`config.mk`:
```
export PLATFORM = sky130hd
export DESIGN_NAME = combi_sweep_driver
export DESIGN_NICKNAME = d
export VERILOG_FILES = /design/src/rtl/combi_sweep_driver_pkg.sv /design/src/rtl/combi_sweep_driver_sat_counter.sv /design/src/rtl/combi_sweep_driver.sv
export SDC_FILE = /design/constraint.sdc
export NUM_CORES = 1
export LEC_CHECK = 0
export BUFFER_PORTS_ARGS = -buffer_cell sky130_fd_sc_hd__buf_2
export CELL_PAD_IN_SITES_DETAIL_PLACEMENT = 1
export CELL_PAD_IN_SITES_GLOBAL_PLACEMENT = 1
export CORE_UTILIZATION = 41
export DETAILED_ROUTE_END_ITERATION = 10
export PLACE_DENSITY_LB_ADDON = 0.1
export SYNTH_ARGS = -nofsm -noshare
export SYNTH_HDL_FRONTEND = slang
export SYNTH_HIERARCHICAL = 1
export SYNTH_SLANG_ARGS = --single-unit
```
`constraint.sdc`:
```
create_clock -name clk_i -period 2.89 [get_ports clk_i]
set_input_delay 0.578 -clock clk_i [delete_from_list [all_inputs] [get_ports clk_i]]
set_output_delay 0.578 -clock clk_i [all_outputs]
set_load 0.05 [all_outputs]
```
`src/rtl/combi_sweep_driver_pkg.sv`:
```
// Shared constants and helpers for the combinational self-test sweep blocks.
package combi_sweep_driver_pkg;

    typedef logic [1:0] sweep_state_t;

    localparam sweep_state_t ST_IDLE        = 2'd0;
    localparam sweep_state_t ST_SETTLE_WAIT = 2'd1;
    localparam sweep_state_t ST_CHECK       = 2'd2;
    localparam sweep_state_t ST_DONE        = 2'd3;

    // Settle counter width covers the full 1..255 settle range.
    localparam int SETTLE_CNT_W = 8;

    function automatic logic [31:0] sat_inc(input logic [31:0] val, input logic [31:0] max_val);
        return (val == max_val) ? val : val + 32'd1;
    endfunction

endpackage

```
`src/rtl/combi_sweep_driver_sat_counter.sv`:
```
// Saturating up-counter with synchronous clear; clear has priority over inc.
// Width is limited to 32 bits by the shared increment helper.
module combi_sweep_driver_sat_counter
    import combi_sweep_driver_pkg::*;
#(
    parameter int W = 16
) (
    input  logic         clk_i,
    input  logic         rst_i,
    input  logic         clear_i,
    input  logic         inc_i,
    output logic [W-1:0] count_o
);

    localparam logic [W-1:0] MAX_VAL = {W{1'b1}};

    logic [W-1:0] count_q;
    logic [W-1:0] count_d;

    always_comb begin
        count_d = count_q;
        if (clear_i) begin
            count_d = '0;
        end else if (inc_i) begin
            count_d = W'(sat_inc(32'(count_q), 32'(MAX_VAL)));
        end
    end

    always_ff @(posedge clk_i) begin
        if (rst_i) begin
            count_q <= '0;
        end else begin
            count_q <= count_d;
        end
    end

    assign count_o = count_q;

endmodule

```
`src/rtl/combi_sweep_driver.sv`:
```
// Exhaustive stimulus sweep + response compare for combinational blocks.
// Build option: COMBI_SWEEP_STOP_ON_FAIL_EN ends the sweep at the first mismatch.
//   state          | meaning
//   ST_IDLE        | waiting for start after reset
//   ST_SETTLE_WAIT | stim applied, counting settle cycles
//   ST_CHECK       | compare dut vs ref, then advance stim or finish
//   ST_DONE        | results valid, start restarts the sweep
module combi_sweep_driver
    import combi_sweep_driver_pkg::*;
#(
    parameter int IN_WIDTH  = 16,
    parameter int OUT_WIDTH = 1,
    parameter int SETTLE    = 2,
    parameter int ERR_W     = 16
) (
    input  logic                 clk_i,
    input  logic                 rst_i,
    input  logic                 start_i,
    output logic [IN_WIDTH-1:0]  stim_o,
    input  logic [OUT_WIDTH-1:0] dut_out_i,
    input  logic [OUT_WIDTH-1:0] ref_out_i,
    output logic                 busy_o,
    output logic                 done_o,
    output logic                 pass_o,
    output logic [ERR_W-1:0]     err_count_o,
    output logic [IN_WIDTH-1:0]  first_fail_o,
    output logic                 fail_seen_o
);

    localparam logic [SETTLE_CNT_W-1:0] SETTLE_LAST = SETTLE_CNT_W'(SETTLE - 1);

    sweep_state_t              state_q, state_d;
    logic [SETTLE_CNT_W-1:0]   cnt_q, cnt_d;
    logic [IN_WIDTH-1:0]       stim_q, stim_d;
    logic [IN_WIDTH-1:0]       first_fail_q, first_fail_d;
    logic                      fail_seen_q, fail_seen_d;
    logic                      err_clear;
    logic                      mismatch;

    assign mismatch = (state_q == ST_CHECK) && (dut_out_i != ref_out_i);

    always_comb begin
        state_d      = state_q;
        cnt_d        = cnt_q;
        stim_d       = stim_q;
        first_fail_d = first_fail_q;
        fail_seen_d  = fail_seen_q;
        err_clear    = 1'b0;
        case (state_q)
            ST_IDLE, ST_DONE: begin
                if (start_i) begin
                    stim_d       = '0;
                    first_fail_d = '0;
                    fail_seen_d  = 1'b0;
                    cnt_d        = '0;
                    err_clear    = 1'b1;
                    state_d      = ST_SETTLE_WAIT;
                end
            end
            ST_SETTLE_WAIT: begin
                if (cnt_q == SETTLE_LAST) begin
                    state_d = ST_CHECK;
                end else begin
                    cnt_d = cnt_q + 1'b1;
                end
            end
            ST_CHECK: begin
                if (mismatch && !fail_seen_q) begin
                    first_fail_d = stim_q;
                    fail_seen_d  = 1'b1;
                end
`ifdef COMBI_SWEEP_STOP_ON_FAIL_EN
                // Freeze stim on the failing vector so it can be probed.
                if (mismatch || (&stim_q)) begin
                    state_d = ST_DONE;
                end else begin
                    stim_d  = stim_q + 1'b1;
                    cnt_d   = '0;
                    state_d = ST_SETTLE_WAIT;
                end
`else
                if (&stim_q) begin
                    state_d = ST_DONE;
                end else begin
                    stim_d  = stim_q + 1'b1;
                    cnt_d   = '0;
                    state_d = ST_SETTLE_WAIT;
                end
`endif
            end
            default: state_d = ST_IDLE;
        endcase
    end

    always_ff @(posedge clk_i) begin
        if (rst_i) begin
            state_q      <= ST_IDLE;
            cnt_q        <= '0;
            stim_q       <= '0;
            first_fail_q <= '0;
            fail_seen_q  <= 1'b0;
        end else begin
            state_q      <= state_d;
            cnt_q        <= cnt_d;
            stim_q       <= stim_d;
            first_fail_q <= first_fail_d;
            fail_seen_q  <= fail_seen_d;
        end
    end

    combi_sweep_driver_sat_counter #(
        .W (ERR_W)
    ) u_err_cnt (
        .clk_i   (clk_i),
        .rst_i   (rst_i),
        .clear_i (err_clear),
        .inc_i   (mismatch),
        .count_o (err_count_o)
    );

    assign stim_o       = stim_q;
    assign busy_o       = (state_q == ST_SETTLE_WAIT) || (state_q == ST_CHECK);
    assign done_o       = (state_q == ST_DONE);
    assign pass_o       = done_o && (err_count_o == '0);
    assign first_fail_o = first_fail_q;
    assign fail_seen_o  = fail_seen_q;

endmodule

```
==> results of run 1 <==
-- metrics by stage --
stage	power, mW	cell area [µm²]	utilization, %	std cells
6_report	1.82	3610	50.0	538
5_1_grt	1.89	3610	50.0	538
4_1_cts	1.84	3610	50.0	538
3_5_place_dp	1.18	3440	47.7	524
3_3_place_gp	1.17	3440	47.7	524
2_1_floorplan	1.10	3040	-	375
-- critical path, stage by stage (launching register included) --
cell                      delay [ns]
sky130_fd_sc_hd__dfxtp_1        0.40
sky130_fd_sc_hd__ha_1           0.22
sky130_fd_sc_hd__nor4b_1        0.26
sky130_fd_sc_hd__nand4_1        0.18
sky130_fd_sc_hd__nor4_2         0.15
sky130_fd_sc_hd__buf_2          0.30
-- power by group --
part           leakage, nW  internal [mW]  switching (mW)
registers            0.478          0.838          0.0166
clock network       0.0908          0.344           0.318
logic                0.868         0.0785           0.225
total                 1.44           1.26           0.559
-- cell usage after synthesis (5+ instances only) --
| master | instances | area share, % |
|---|---|---|
| sky130_fd_sc_hd__and4_1 | 10 | 2.9 |
| sky130_fd_sc_hd__clkbuf_1 | 10 | 1.2 |
| sky130_fd_sc_hd__nand4_1 | 8 | 1.6 |
| sky130_fd_sc_hd__or4_1 | 10 | 2.5 |
| sky130_fd_sc_hd__nand3_1 | 18 | 3.0 |
| sky130_fd_sc_hd__o21ai_1 | 9 | 1.5 |
| sky130_fd_sc_hd__nor4_1 | 5 | 1.0 |
| sky130_fd_sc_hd__nor2_1 | 44 | 5.4 |
| sky130_fd_sc_hd__inv_1 | 9 | 1.1 |
| sky130_fd_sc_hd__nand2_1 | 39 | 4.8 |
| sky130_fd_sc_hd__o21ai_0 | 15 | 2.5 |
| sky130_fd_sc_hd__nor3_1 | 11 | 1.8 |
| sky130_fd_sc_hd__dfxtp_1 | 59 | 39 |
| sky130_fd_sc_hd__a21oi_1 | 39 | 6.4 |
| sky130_fd_sc_hd__a31oi_1 | 7 | 1.4 |
| sky130_fd_sc_hd__ha_1 | 8 | 3.3 |
-- sequential cells by signal, summed over array words and instances, names as in the netlist --
| signal | flops |
|---|---|
| first_fail_o | 16 |
| stim_o | 16 |
| u_err_cnt/count_o | 16 |
| cnt_q | 8 |
| state_q | 2 |
| fail_seen_o | 1 |
-- routing by layer --
layer / vias up / track usage [%]
met5: - / 0
met4: 0 / 9.38
met3: 11 / 4.15
met2: 54 / 43.9
met1: 1547 / 30.5
li1: 1508 / -
-- final timing paths --
check | endpoint | depth (start not counted) | startpoint | slack [ns]
max | pass_o | 5 | state_q[0] | 0.47
min | cnt_q[7] | 2 | cnt_q[7] | 0.48
max reg2reg | stim_o[5] | 7 | state_q[0] | 0.48
min reg2reg | cnt_q[7] | 2 | cnt_q[7] | 0.48
-- kinds of logic (layout without fill, tap and decap cells) --
family,count (synthesis),count (layout),synth area share [%]
flops,59,59,38.9
xor+xnor,2,2,0.577
mux,5,5,1.69
simple gates,176,176,31.7
buf+inv,25,89,3.54
fa+ha+maj,8,8,3.30
compound gates,100,100,20.3
-- placed cells by master (no fill, tap or decap), types with 2 or more instances in the layout --
master                      instances
sky130_fd_sc_hd__ha_1               8
sky130_fd_sc_hd__a21o_1             3
sky130_fd_sc_hd__or4_1             10
sky130_fd_sc_hd__or3_1              4
sky130_fd_sc_hd__and3_1             3
sky130_fd_sc_hd__nor4b_1            2
sky130_fd_sc_hd__buf_2             56
sky130_fd_sc_hd__a21oi_2            2
sky130_fd_sc_hd__nor3_1            11
sky130_fd_sc_hd__nor2_1            44
sky130_fd_sc_hd__o41ai_1            3
sky130_fd_sc_hd__and4_1            10
sky130_fd_sc_hd__inv_1              9
sky130_fd_sc_hd__dfxtp_1           59
sky130_fd_sc_hd__mux2i_1            4
sky130_fd_sc_hd__nand2_4            2
sky130_fd_sc_hd__xor2_1             2
sky130_fd_sc_hd__a211oi_1           2
sky130_fd_sc_hd__clkbuf_8          11
sky130_fd_sc_hd__nand4_2            2
sky130_fd_sc_hd__a2bb2oi_1          2
sky130_fd_sc_hd__buf_4              8
sky130_fd_sc_hd__a21oi_1           39
sky130_fd_sc_hd__o21ai_0           15
sky130_fd_sc_hd__a31oi_1            7
sky130_fd_sc_hd__nor3b_1            2
sky130_fd_sc_hd__o21ai_1            9
sky130_fd_sc_hd__nand4_1            8
sky130_fd_sc_hd__nand3_1           18
sky130_fd_sc_hd__nor4_1             4
sky130_fd_sc_hd__and2_1             2
sky130_fd_sc_hd__o31ai_1            2
sky130_fd_sc_hd__a22oi_1            4
sky130_fd_sc_hd__nor4_2             2
sky130_fd_sc_hd__o21a_1             2
sky130_fd_sc_hd__nand2b_1           2
sky130_fd_sc_hd__nand2_1           39
sky130_fd_sc_hd__nand3b_1           2
sky130_fd_sc_hd__clkinv_2           3
sky130_fd_sc_hd__nor2b_1            2
-- cell type report --
| class | count | area, µm² |
|---|---|---|
| fill | 946 | 3610 |
| multi-input combinational | 291 | 1760 |
| sequential | 59 | 1180 |
| timing repair buffer | 64 | 340 |
| clock buffer | 11 | 151 |
| tap | 99 | 124 |
| inverter | 11 | 41.3 |
| clock inverter | 3 | 15.0 |
==> insert_results.sql, run 1 <==
INSERT INTO impl_metrics (metric_group, metric, value, unit) VALUES
('outcome', 'run_status', 'finished, final reports clean', ''),
('die', 'design.die.area', '0.00776', 'mm²'),
('clock_network', 'max-clock-path-buffers', '2', ''),
('clock_network', 'cts_tree', 'done', ''),
('routing', 'wl_met1', '4200', 'µm'),
('critical_path', 'endpoint_kind', 'primary output', ''),
('final_layout', 'insertedDiodeCount', '0', ''),
('power', 'worst_ir_drop_on_vdd', '267', 'µV'),
('sta', 'fmax', '0.414', 'GHz'),
('routing', 'dr_wl_met2', '4570', 'µm'),
('sta', 'timing.slew.headroom', '34.8', '%'),
('synthesis', 'postSynthNetCount', '388', ''),
('die', 'chipWidth', '88.1', 'µm'),
('synthesis', 'netlist_instances', '375', ''),
('clock_network', 'cts_buffers', '9', ''),
('synthesis', 'synth_enable_flop_cells', '0', ''),
('critical_path', 'critPathKind', 'register to primary output', ''),
('routing', 'routed-wl-met3', '304', 'µm'),
('clock_network', 'number_of_levels_in_the_clock_h_tree', '3', ''),
('die', 'io_pins', '57', ''),
('global_route', 'grt_max_degree', '18', ''),
('worst_hold_path', 'min_path_type', 'register to register', ''),
('synthesis', 'synth.distinct_cells', '60', ''),
('clock_network', 'cts.sink_count', '59', ''),
('clock_network', 'cts_hold_repair.buffers', '0', ''),
('die', 'initial_core_utilization', '42.1', '%'),
('sta', 'finalSetupViolations', '0', ''),
('clock_network', 'post-cts-setup-buffer-count', '0', ''),
('global_route', 'globalRouteTotalUtil', '25.0', '%'),
('clock_network', 'worst_skew_pair.late_latency', '0.34', 'ns'),
('place', 'place_congestion', '0.794', ''),
('place', 'pre_cts_ws', '0.490', 'ns'),
('critical_path', 'timing.critical_path.from_type', 'register', ''),
('die', 'floorplan.die.height', '88.1', 'µm'),
('sta', 'timing_worst_slew_pin_value', '0.978', 'ns'),
('synthesis', 'avgSynthCellArea', '8.10', 'µm²'),
('critical_path', 'timing.critical_path.required', '2.31', 'ns'),
('sta', 'fin_hold_ws', '0.476', 'ns'),
('synthesis', 'synth-main-ff-cell', 'sky130_fd_sc_hd__dfxtp_1', ''),
('routing', 'dr.max_layer_used', 'met4', ''),
('die', 'fp.coreArea', '0.00721', 'mm²'),
('routing', 'vias_per_cell', '5.80', ''),
('routing', 'remaining_drc_errors', '0', ''),
('place', 'dp.final_hpwl', '6600', 'µm'),
('sta', 'hold_violations', '0', ''),
('synthesis', 'synthesis.yosys.warnings', '6', ''),
('die', 'floorplan.rows', '31', ''),
('sta', 'rsz0062_at_grt', 'false', ''),
('routing', 'drtPass1Iterations', '4', ''),
('routing', 'vias', '3120', ''),
('routing', 'detailedRoute.firstIterationViolations', '110', ''),
('routing', 'drt.antenna.violating_nets', '0', ''),
('synthesis', 'synth.cell_area', '0.00304', 'mm²'),
('synthesis', 'synth_seq_cells', '59', ''),
('sta', 'post-route-worst-setup-slack', '0.474', 'ns'),
('sta', 'timing.final.max_slew_violations', '0', ''),
('sta', 'timing.clock.skew', '0.0102', 'ns'),
('global_route', 'first_pass_grt_wire_length', '14900', 'µm'),
('final_layout', 'final_net_count', '449', ''),
('routing', 'postRouteWirelength', '9200', 'µm'),
('sta', 'fin_crit', '2.42', 'ns'),
('sta', 'setup-tns-final', '0', 'ns'),
('clock_network', 'clockRootBuffer', 'sky130_fd_sc_hd__clkbuf_8', ''),
('power', 'power.density_cell_area', '504', 'mW/mm²'),
('synthesis', 'seq_area_frac_synth', '38.9', '%'),
('power', 'total_leakage_power', '1.44', 'nW'),
('global_route', 'grt_overflow_total', '0', ''),
('global_route', 'first_global_vias', '3026', ''),
('clock_network', 'cts_repair_resize_count', '0', ''),
('sta', 'fin_crit_sh', '83.6', '%'),
('clock_network', 'clk_pin_slew', '0.07', 'ns'),
('critical_path', 'cp.arrival', '1.84', 'ns'),
('synthesis', 'async_reset_ff_share', '0', '%'),
('global_route', 'number_of_antenna_violations_at_the_first_check_in_global_routing', '0', ''),
('routing', 'wl_per_cell', '17.1', 'µm'),
('run', 'drv_cap', '0', ''),
('critical_path', 'crit_fanout', '5', ''),
('place', 'placement.io_buffers', '56', ''),
('final_layout', 'layout_cells_sized_above_1', '21.9', '%'),
('final_layout', 'syn2layout_area_growth', '18.8', '%');
No activity file was read; power rests on OpenSTA's default activity.
==> run 2: changes to the inputs <==
CORE_UTILIZATION = 37   (was 41)
clock period = 2.1 ns   (was 2.89 ns; I/O delays follow)
==> insert_results.sql, run 2 (synthesis results as in run 1) <==
INSERT INTO impl_metrics (metric_group, metric, value, unit) VALUES
('place', 'dp.final_hpwl', '6870', 'µm'),
('sta', 'fin_hold_ws', '0.453', 'ns'),
('clock_network', 'cts_tree', 'done', ''),
('routing', 'vias', '3169', ''),
('critical_path', 'critPathKind', 'register to primary output', ''),
('routing', 'wl_per_cell', '17.1', 'µm'),
('global_route', 'grt_max_degree', '16', ''),
('critical_path', 'critical_path_cell_sequence', 'buf_6 > ha_4 > nor4b_4 > nand4_1 > nor4_4 > buf_6', ''),
('die', 'io_pins', '57', ''),
('die', 'chipWidth', '92.6', 'µm'),
('sta', 'timing.slew.headroom', '71.0', '%'),
('clock_network', 'number_of_levels_in_the_clock_h_tree', '3', ''),
('global_route', 'grt_overflow_total', '0', ''),
('sta', 'finalSetupViolations', '0', ''),
('critical_path', 'timing.critical_path.from_type', 'register', ''),
('sta', 'fmax', '0.479', 'GHz'),
('final_layout', 'final_net_count', '470', ''),
('power', 'power.density_cell_area', '695', 'mW/mm²'),
('critical_path', 'r2r_setup_slack', '0.15', 'ns'),
('place', 'placement.io_buffers', '56', ''),
('critical_path', 'endpoint_kind', 'primary output', ''),
('outcome', 'run_status', 'finished, final reports clean', ''),
('place', 'dpl-instance-area', '0.00364', 'mm²'),
('worst_hold_path', 'min_delay_worst_endpoint', 'stim_o[10]', ''),
('sta', 'rsz0062_at_grt', 'true', ''),
('routing', 'drtPass1Iterations', '4', ''),
('final_layout', 'syn2layout_area_growth', '27.8', '%'),
('sta', 'timing_worst_slew_pin_value', '0.427', 'ns'),
('die', 'design.die.area', '0.00858', 'mm²'),
('critical_path', 'r2r_end', 'u_err_cnt/count_o[9]', ''),
('critical_path', 'crit_fanout', '3', ''),
('clock_network', 'max-clock-path-buffers', '2', ''),
('final_layout', 'stdcell_count', '564', ''),
('global_route', 'first_pass_grt_wire_length', '16000', 'µm'),
('clock_network', 'worst_skew_pair.late_latency', '0.33', 'ns'),
('place', 'place_congestion', '0.897', ''),
('critical_path', 'r2r_cells', '5', ''),
('power', 'power.share.combinational', '17.2', '%'),
('power', 'power.share.clock', '39.3', '%'),
('sta', 'fin_crit', '2.09', 'ns'),
('power', 'cellInternalPower', '1.87', 'mW'),
('worst_hold_path', 'min_path_type', 'input port to register', ''),
('final_layout', 'layout_commonest_cell', 'sky130_fd_sc_hd__buf_2', ''),
('sta', 'timing.final.max_slew_violations', '0', ''),
('place', 'dpl.cell_count', '548', ''),
('routing', 'detailedRoute.firstIterationViolations', '96', ''),
('clock_network', 'clk_pin_slew', '0.07', 'ns'),
('power', 'share_seq_of_total_power', '43.5', '%'),
('run', 'drv_cap', '0', ''),
('die', 'fp.coreArea', '0.00785', 'mm²'),
('clock_network', 'clockRootBuffer', 'sky130_fd_sc_hd__clkbuf_8', ''),
('routing', 'vias_per_cell', '5.62', ''),
('routing', 'postRouteWirelength', '9660', 'µm'),
('die', 'floorplan.die.height', '92.6', 'µm'),
('power', 'p_switching', '0.826', 'mW'),
('routing', 'drt.antenna.violating_nets', '0', ''),
('die', 'floorplan.rows', '32', ''),
('final_layout', 'finish.utilization', '49.5', '%'),
('critical_path', 'beginning_of_the_worst_register_to_register_path', 'u_err_cnt/count_o[0]', ''),
('power', 'worst_ir_drop_on_vdd', '302', 'µV'),
('global_route', 'number_of_antenna_violations_at_the_first_check_in_global_routing', '0', ''),
('final_layout', 'insertedDiodeCount', '0', ''),
('power', 'total_power', '2.70', 'mW'),
('critical_path', 'crit_path_frequent_cell', 'sky130_fd_sc_hd__buf_6', ''),
('sta', 'hold_violations', '0', ''),
('routing', 'remaining_drc_errors', '0', ''),
('clock_network', 'cts_hold_repair.buffers', '0', ''),
('critical_path', 'cp.arrival', '1.67', 'ns'),
('clock_network', 'cts.sink_count', '59', ''),
('global_route', 'globalRouteTotalUtil', '23.5', '%'),
('clock_network', 'post-cts-setup-buffer-count', '0', ''),
('final_layout', 'layout_cells_sized_above_1', '29.9', '%'),
('die', 'initial_core_utilization', '38.7', '%'),
('worst_hold_path', 'hold_path.startpoint', 'rst_i', ''),
('critical_path', 'critical_path.slowest_cell', 'sky130_fd_sc_hd__dfxtp_2', ''),
('sta', 'timing.clock.skew', '0.0135', 'ns'),
('global_route', 'first_global_vias', '3218', ''),
('power', 'total_leakage_power', '1.56', 'nW'),
('final_layout', 'area_of_all_placed_cells_without_fillers', '0.00388', 'mm²'),
('critical_path', 'worst_path_largest_cell_delay', '0.34', 'ns'),
('critical_path', 'timing.critical_path.required', '1.68', 'ns'),
('power', 'sw_frac_of_total', '30.6', '%'),
('clock_network', 'cts_buffers', '9', ''),
('final_layout', 'layout.cells.most_common_list', 'sky130_fd_sc_hd__buf_2, sky130_fd_sc_hd__dfxtp_1, sky130_fd_sc_hd__nor2_1', ''),
('worst_hold_path', 'hold_depth', '2', ''),
('sta', 'fin_crit_sh', '99.4', '%');
run 2: area by class of cell:
class | count | area [µm²]
Clock buffer | 10 | 138
Clock inverter | 6 | 65.1
Fill cell | 990 | 3970
Inverter | 11 | 41.3
Multi-Input combinational cell | 291 | 1810
Sequential cell | 59 | 1200
Tap cell | 102 | 128
Timing Repair Buffer | 85 | 508
run 2: worst max-delay path by stage:
stage	startpoint	end	slack, ns	cells after the start
floorplan	state_q[0]	first_fail_o[5]	-0.03	7
global placement	ref_out_i	u_err_cnt/count_o[7]	-0.11	7
detailed placement	ref_out_i	u_err_cnt/count_o[7]	-0.10	7
CTS	state_q[0]	pass_o	-0.01	6
global route	state_q[0]	pass_o	-0.09	6
finish	state_q[0]	pass_o	0.01	6
run 2: metrics by stage:
stage	setup TNS [ns]	setup WS (ns)
6_report	0	0.0118
5_1_grt	-0.0910	-0.0910
4_1_cts	-0.0146	-0.0146
3_5_place_dp	-0.232	-0.103
3_3_place_gp	-0.253	-0.113
2_1_floorplan	-0.257	-0.0261
run 2: routing by layer:
layer	share of wire (%)	vias to the layer above	GRT usage (%)
li1	-	1555	-
met1	48	1544	31.7
met2	47	65	39.1
met3	4.0	5	3.04
met4	0.47	0	7.18
met5	0	-	0
run 2: worst max-delay path: cells and delay by family (launching register included):
| kind | cells | cell delay, ns |
|---|---|---|
| flops | 1 | 0.34 |
| simple gates | 3 | 0.57 |
| buf+inv | 2 | 0.29 |
| fa+ha+maj | 1 | 0.13 |
run 2: power by group through the flow:
| stage | Sequential [mW] | Combinational (mW) | Clock [mW] |
|---|---|---|---|
| floorplan | 1.29 | 0.219 | 0 |
| global placement | 1.20 | 0.447 | 0 |
| detailed placement | 1.20 | 0.456 | 0 |
| CTS | 1.17 | 0.460 | 1.09 |
| global route | 1.18 | 0.506 | 1.14 |
| finish | 1.17 | 0.464 | 1.06 |
run 2: what timing repair did:
action,in CTS,in global routing
pin swaps,3,0
endpoints found under the setup margin,1,18
resized for setup,7,5
==> run 3: changes to the inputs <==
REMOVE_ABC_BUFFERS = 1   (was unset)
==> insert_results.sql, run 3 (synthesis results as in run 1) <==
INSERT INTO impl_metrics (metric_group, metric, value, unit) VALUES
('outcome', 'run_status', 'finished with violations', ''),
('outcome', 'failing_checks', 'negative setup slack', ''),
('routing', 'dr.max_layer_used', 'met4', ''),
('sta', 'fin_hold_ws', '0.476', 'ns'),
('clock_network', 'number_of_levels_in_the_clock_h_tree', '3', ''),
('sta', 'fin_crit_sh', '101', '%'),
('critical_path', 'r2r_cells', '8', ''),
('critical_path', 'endpoint', 'pass_o', ''),
('place', 'dpl-instance-area', '0.00363', 'mm²'),
('routing', 'postRouteWirelength', '9750', 'µm'),
('sta', 'fin_crit', '2.11', 'ns'),
('clock_network', 'cts.sink_count', '59', ''),
('place', 'dpl.cell_count', '553', ''),
('routing', 'vias_per_cell', '5.72', ''),
('critical_path', 'r2r_end', 'cnt_q[5]', ''),
('sta', 'finalSetupViolations', '1', ''),
('routing', 'wl_per_cell', '17.0', 'µm'),
('critical_path', 'critical_path_cell_sequence', 'buf_6 > ha_4 > nor4b_4 > nand4_1 > nor4_2 > buf_4', ''),
('power', 'power.density_cell_area', '695', 'mW/mm²'),
('clock_network', 'worst_skew_pair.late_latency', '0.34', 'ns'),
('critical_path', 'critPathKind', 'register to primary output', ''),
('final_layout', 'fillers', '1020', ''),
('sta', 'rsz0062_at_grt', 'true', ''),
('clock_network', 'clockRootBuffer', 'sky130_fd_sc_hd__clkbuf_8', ''),
('place', 'placement.io_buffers', '56', ''),
('sta', 'timing.final.max_slew_violations', '0', ''),
('sta', 'fmax', '0.474', 'GHz'),
('die', 'floorplan.die.height', '92.6', 'µm'),
('place', 'dp.final_hpwl', '6970', 'µm'),
('critical_path', 'crit_fanout', '2', ''),
('global_route', 'grt_max_degree', '20', ''),
('critical_path', 'endpoint_kind', 'primary output', ''),
('critical_path', 'cpLargestDelayFamily', 'simple AND/OR/NAND/NOR gates', ''),
('routing', 'wl_met1', '4300', 'µm'),
('clock_network', 'max-clock-path-buffers', '2', ''),
('final_layout', 'area_of_all_placed_cells_without_fillers', '0.00396', 'mm²'),
('final_layout', 'final_net_count', '479', ''),
('final_layout', 'syn2layout_area_growth', '30.5', '%'),
('routing', 'routed-wl-met3', '292', 'µm'),
('worst_hold_path', 'min_path_type', 'register to register', ''),
('die', 'chipWidth', '92.6', 'µm'),
('routing', 'vias', '3269', ''),
('global_route', 'first_pass_grt_wire_length', '16500', 'µm'),
('die', 'initial_core_utilization', '38.7', '%'),
('routing', 'detailedRoute.firstIterationViolations', '80', ''),
('final_layout', 'insertedDiodeCount', '0', ''),
('critical_path', 'path_depth', '6', ''),
('final_layout', 'final-seq-area', '0.00118', 'mm²'),
('clock_network', 'cts_hold_repair.buffers', '0', ''),
('run', 'drv_cap', '0', ''),
('final_layout', 'multiInputGateArea', '0.00182', 'mm²'),
('global_route', 'first_global_vias', '3366', ''),
('critical_path', 'timing.critical_path.buf_inv', '2', ''),
('critical_path', 'critical_path.slowest_cell', 'sky130_fd_sc_hd__dfxtp_2', ''),
('routing', 'drt.antenna.violating_nets', '0', ''),
('die', 'floorplan.rows', '32', ''),
('clock_network', 'cts_tree', 'done', ''),
('sta', 'timing.clock.skew', '0.00889', 'ns'),
('sta', 'post-route-worst-setup-slack', '-0.0109', 'ns'),
('critical_path', 'timing.critical_path.required', '1.68', 'ns'),
('clock_network', 'clk_pin_slew', '0.06', 'ns'),
('routing', 'remaining_drc_errors', '0', ''),
('global_route', 'grt_overflow_total', '0', ''),
('final_layout', 'layout_commonest_cell', 'sky130_fd_sc_hd__dfxtp_1', ''),
('place', 'place_congestion', '0.862', ''),
('routing', 'dr_wl_met2', '4970', 'µm'),
('critical_path', 'worst_path_largest_cell_delay', '0.34', 'ns'),
('sta', 'hold_violations', '0', ''),
('critical_path', 'cp.arrival', '1.69', 'ns'),
('die', 'fp.coreArea', '0.00785', 'mm²'),
('clock_network', 'cts_buffers', '9', ''),
('global_route', 'globalRouteTotalUtil', '24.2', '%'),
('critical_path', 'crit_start', 'state_q[1]', ''),
('sta', 'timing.slew.headroom', '55.8', '%'),
('die', 'io_pins', '57', ''),
('routing', 'drtPass1Iterations', '4', ''),
('die', 'design.die.area', '0.00858', 'mm²'),
('critical_path', 'beginning_of_the_worst_register_to_register_path', 'state_q[1]', ''),
('global_route', 'number_of_antenna_violations_at_the_first_check_in_global_routing', '0', ''),
('final_layout', 'stdcell_count', '572', ''),
('power', 'total_leakage_power', '1.62', 'nW'),
('power', 'worst_ir_drop_on_vdd', '406', 'µV'),
('sta', 'timing_worst_slew_pin_value', '0.663', 'ns'),
('critical_path', 'r2r_setup_slack', '0.11', 'ns'),
('critical_path', 'timing.critical_path.from_type', 'register', ''),
('final_layout', 'layout.cells.most_common_list', 'sky130_fd_sc_hd__dfxtp_1, sky130_fd_sc_hd__buf_2, sky130_fd_sc_hd__nor2_1', ''),
('final_layout', 'layout_cells_sized_above_1', '29.6', '%');
==> run 3: changes by cell type in the layout (fill, tap and decap cells not counted), moves of 2 or more <==
cell / change
sky130_fd_sc_hd__buf_4: +9
sky130_fd_sc_hd__clkbuf_8: +3
sky130_fd_sc_hd__clkinv_2: -2
sky130_fd_sc_hd__clkinv_4: -2
sky130_fd_sc_hd__dfxtp_1: +9
sky130_fd_sc_hd__dfxtp_2: -9
sky130_fd_sc_hd__nor4_1: -2
sky130_fd_sc_hd__nor4_2: +2
==> run 3: layout make-up <==
| class | count | share of cell area (%) |
|---|---|---|
| clock buffer | 14 | 4.61 |
| inverter | 11 | 1.04 |
| timing repair buffer | 94 | 14.5 |
| multi-input combinational | 291 | 46.0 |
| clock inverter | 1 | 0.758 |
| sequential | 59 | 29.9 |
| tap | 102 | 3.22 |
==> run 3: tightest hold or removal path: stages (launching register included) <==
cell	delay, ns
sky130_fd_sc_hd__dfxtp_1	0.32
sky130_fd_sc_hd__nand2_1	0.06
sky130_fd_sc_hd__o21ai_1	0.05
==> run 3: metal layers <==
layer / vias to the layer above / GRT usage (%)
met3: 19 / 4.35
met5: - / 0
met2: 58 / 43.8
li1: 1571 / -
met4: 0 / 8.21
met1: 1621 / 28.6
==> run 3: repair_timing <==
item / in CTS / in global routing
buffers inserted: 4 / 0
endpoints found under the setup margin: 2 / 13
pin swaps: 3 / 2
gates resized for setup: 13 / 7
==> run 3: power by group <==
part / switching, mW / internal [mW]
Sequential: 0.0185 / 1.15
Combinational: 0.323 / 0.133
Clock: 0.455 / 0.673
==> run 3: through the flow <==
step           setup slack, ns  TNS [ns]  power (mW)  utilization, %
4_1_cts                -0.0622   -0.0622        2.77            50.1
2_1_floorplan            -1.02     -5.92        1.49               -
6_report               -0.0109   -0.0109        2.76            50.5
3_3_place_gp           -0.0256   -0.0313        1.63            46.3
3_5_place_dp           -0.0229   -0.0504        1.64            46.3
5_1_grt                -0.0911   -0.0911        2.88            50.5
==> run 3: worst min-delay path by stage <==
stage          cells past startpoint                to             start  slack (ns)
5_1_grt                            2  first_fail_o[13]  first_fail_o[13]        0.51
3_5_place_dp                       2          cnt_q[7]          cnt_q[7]        0.47
3_3_place_gp                       2          cnt_q[7]          cnt_q[7]        0.45
6_report                           2          cnt_q[7]          cnt_q[7]        0.48
4_1_cts                            2          cnt_q[7]          cnt_q[7]        0.48
2_1_floorplan                      2          cnt_q[7]          cnt_q[7]        0.44
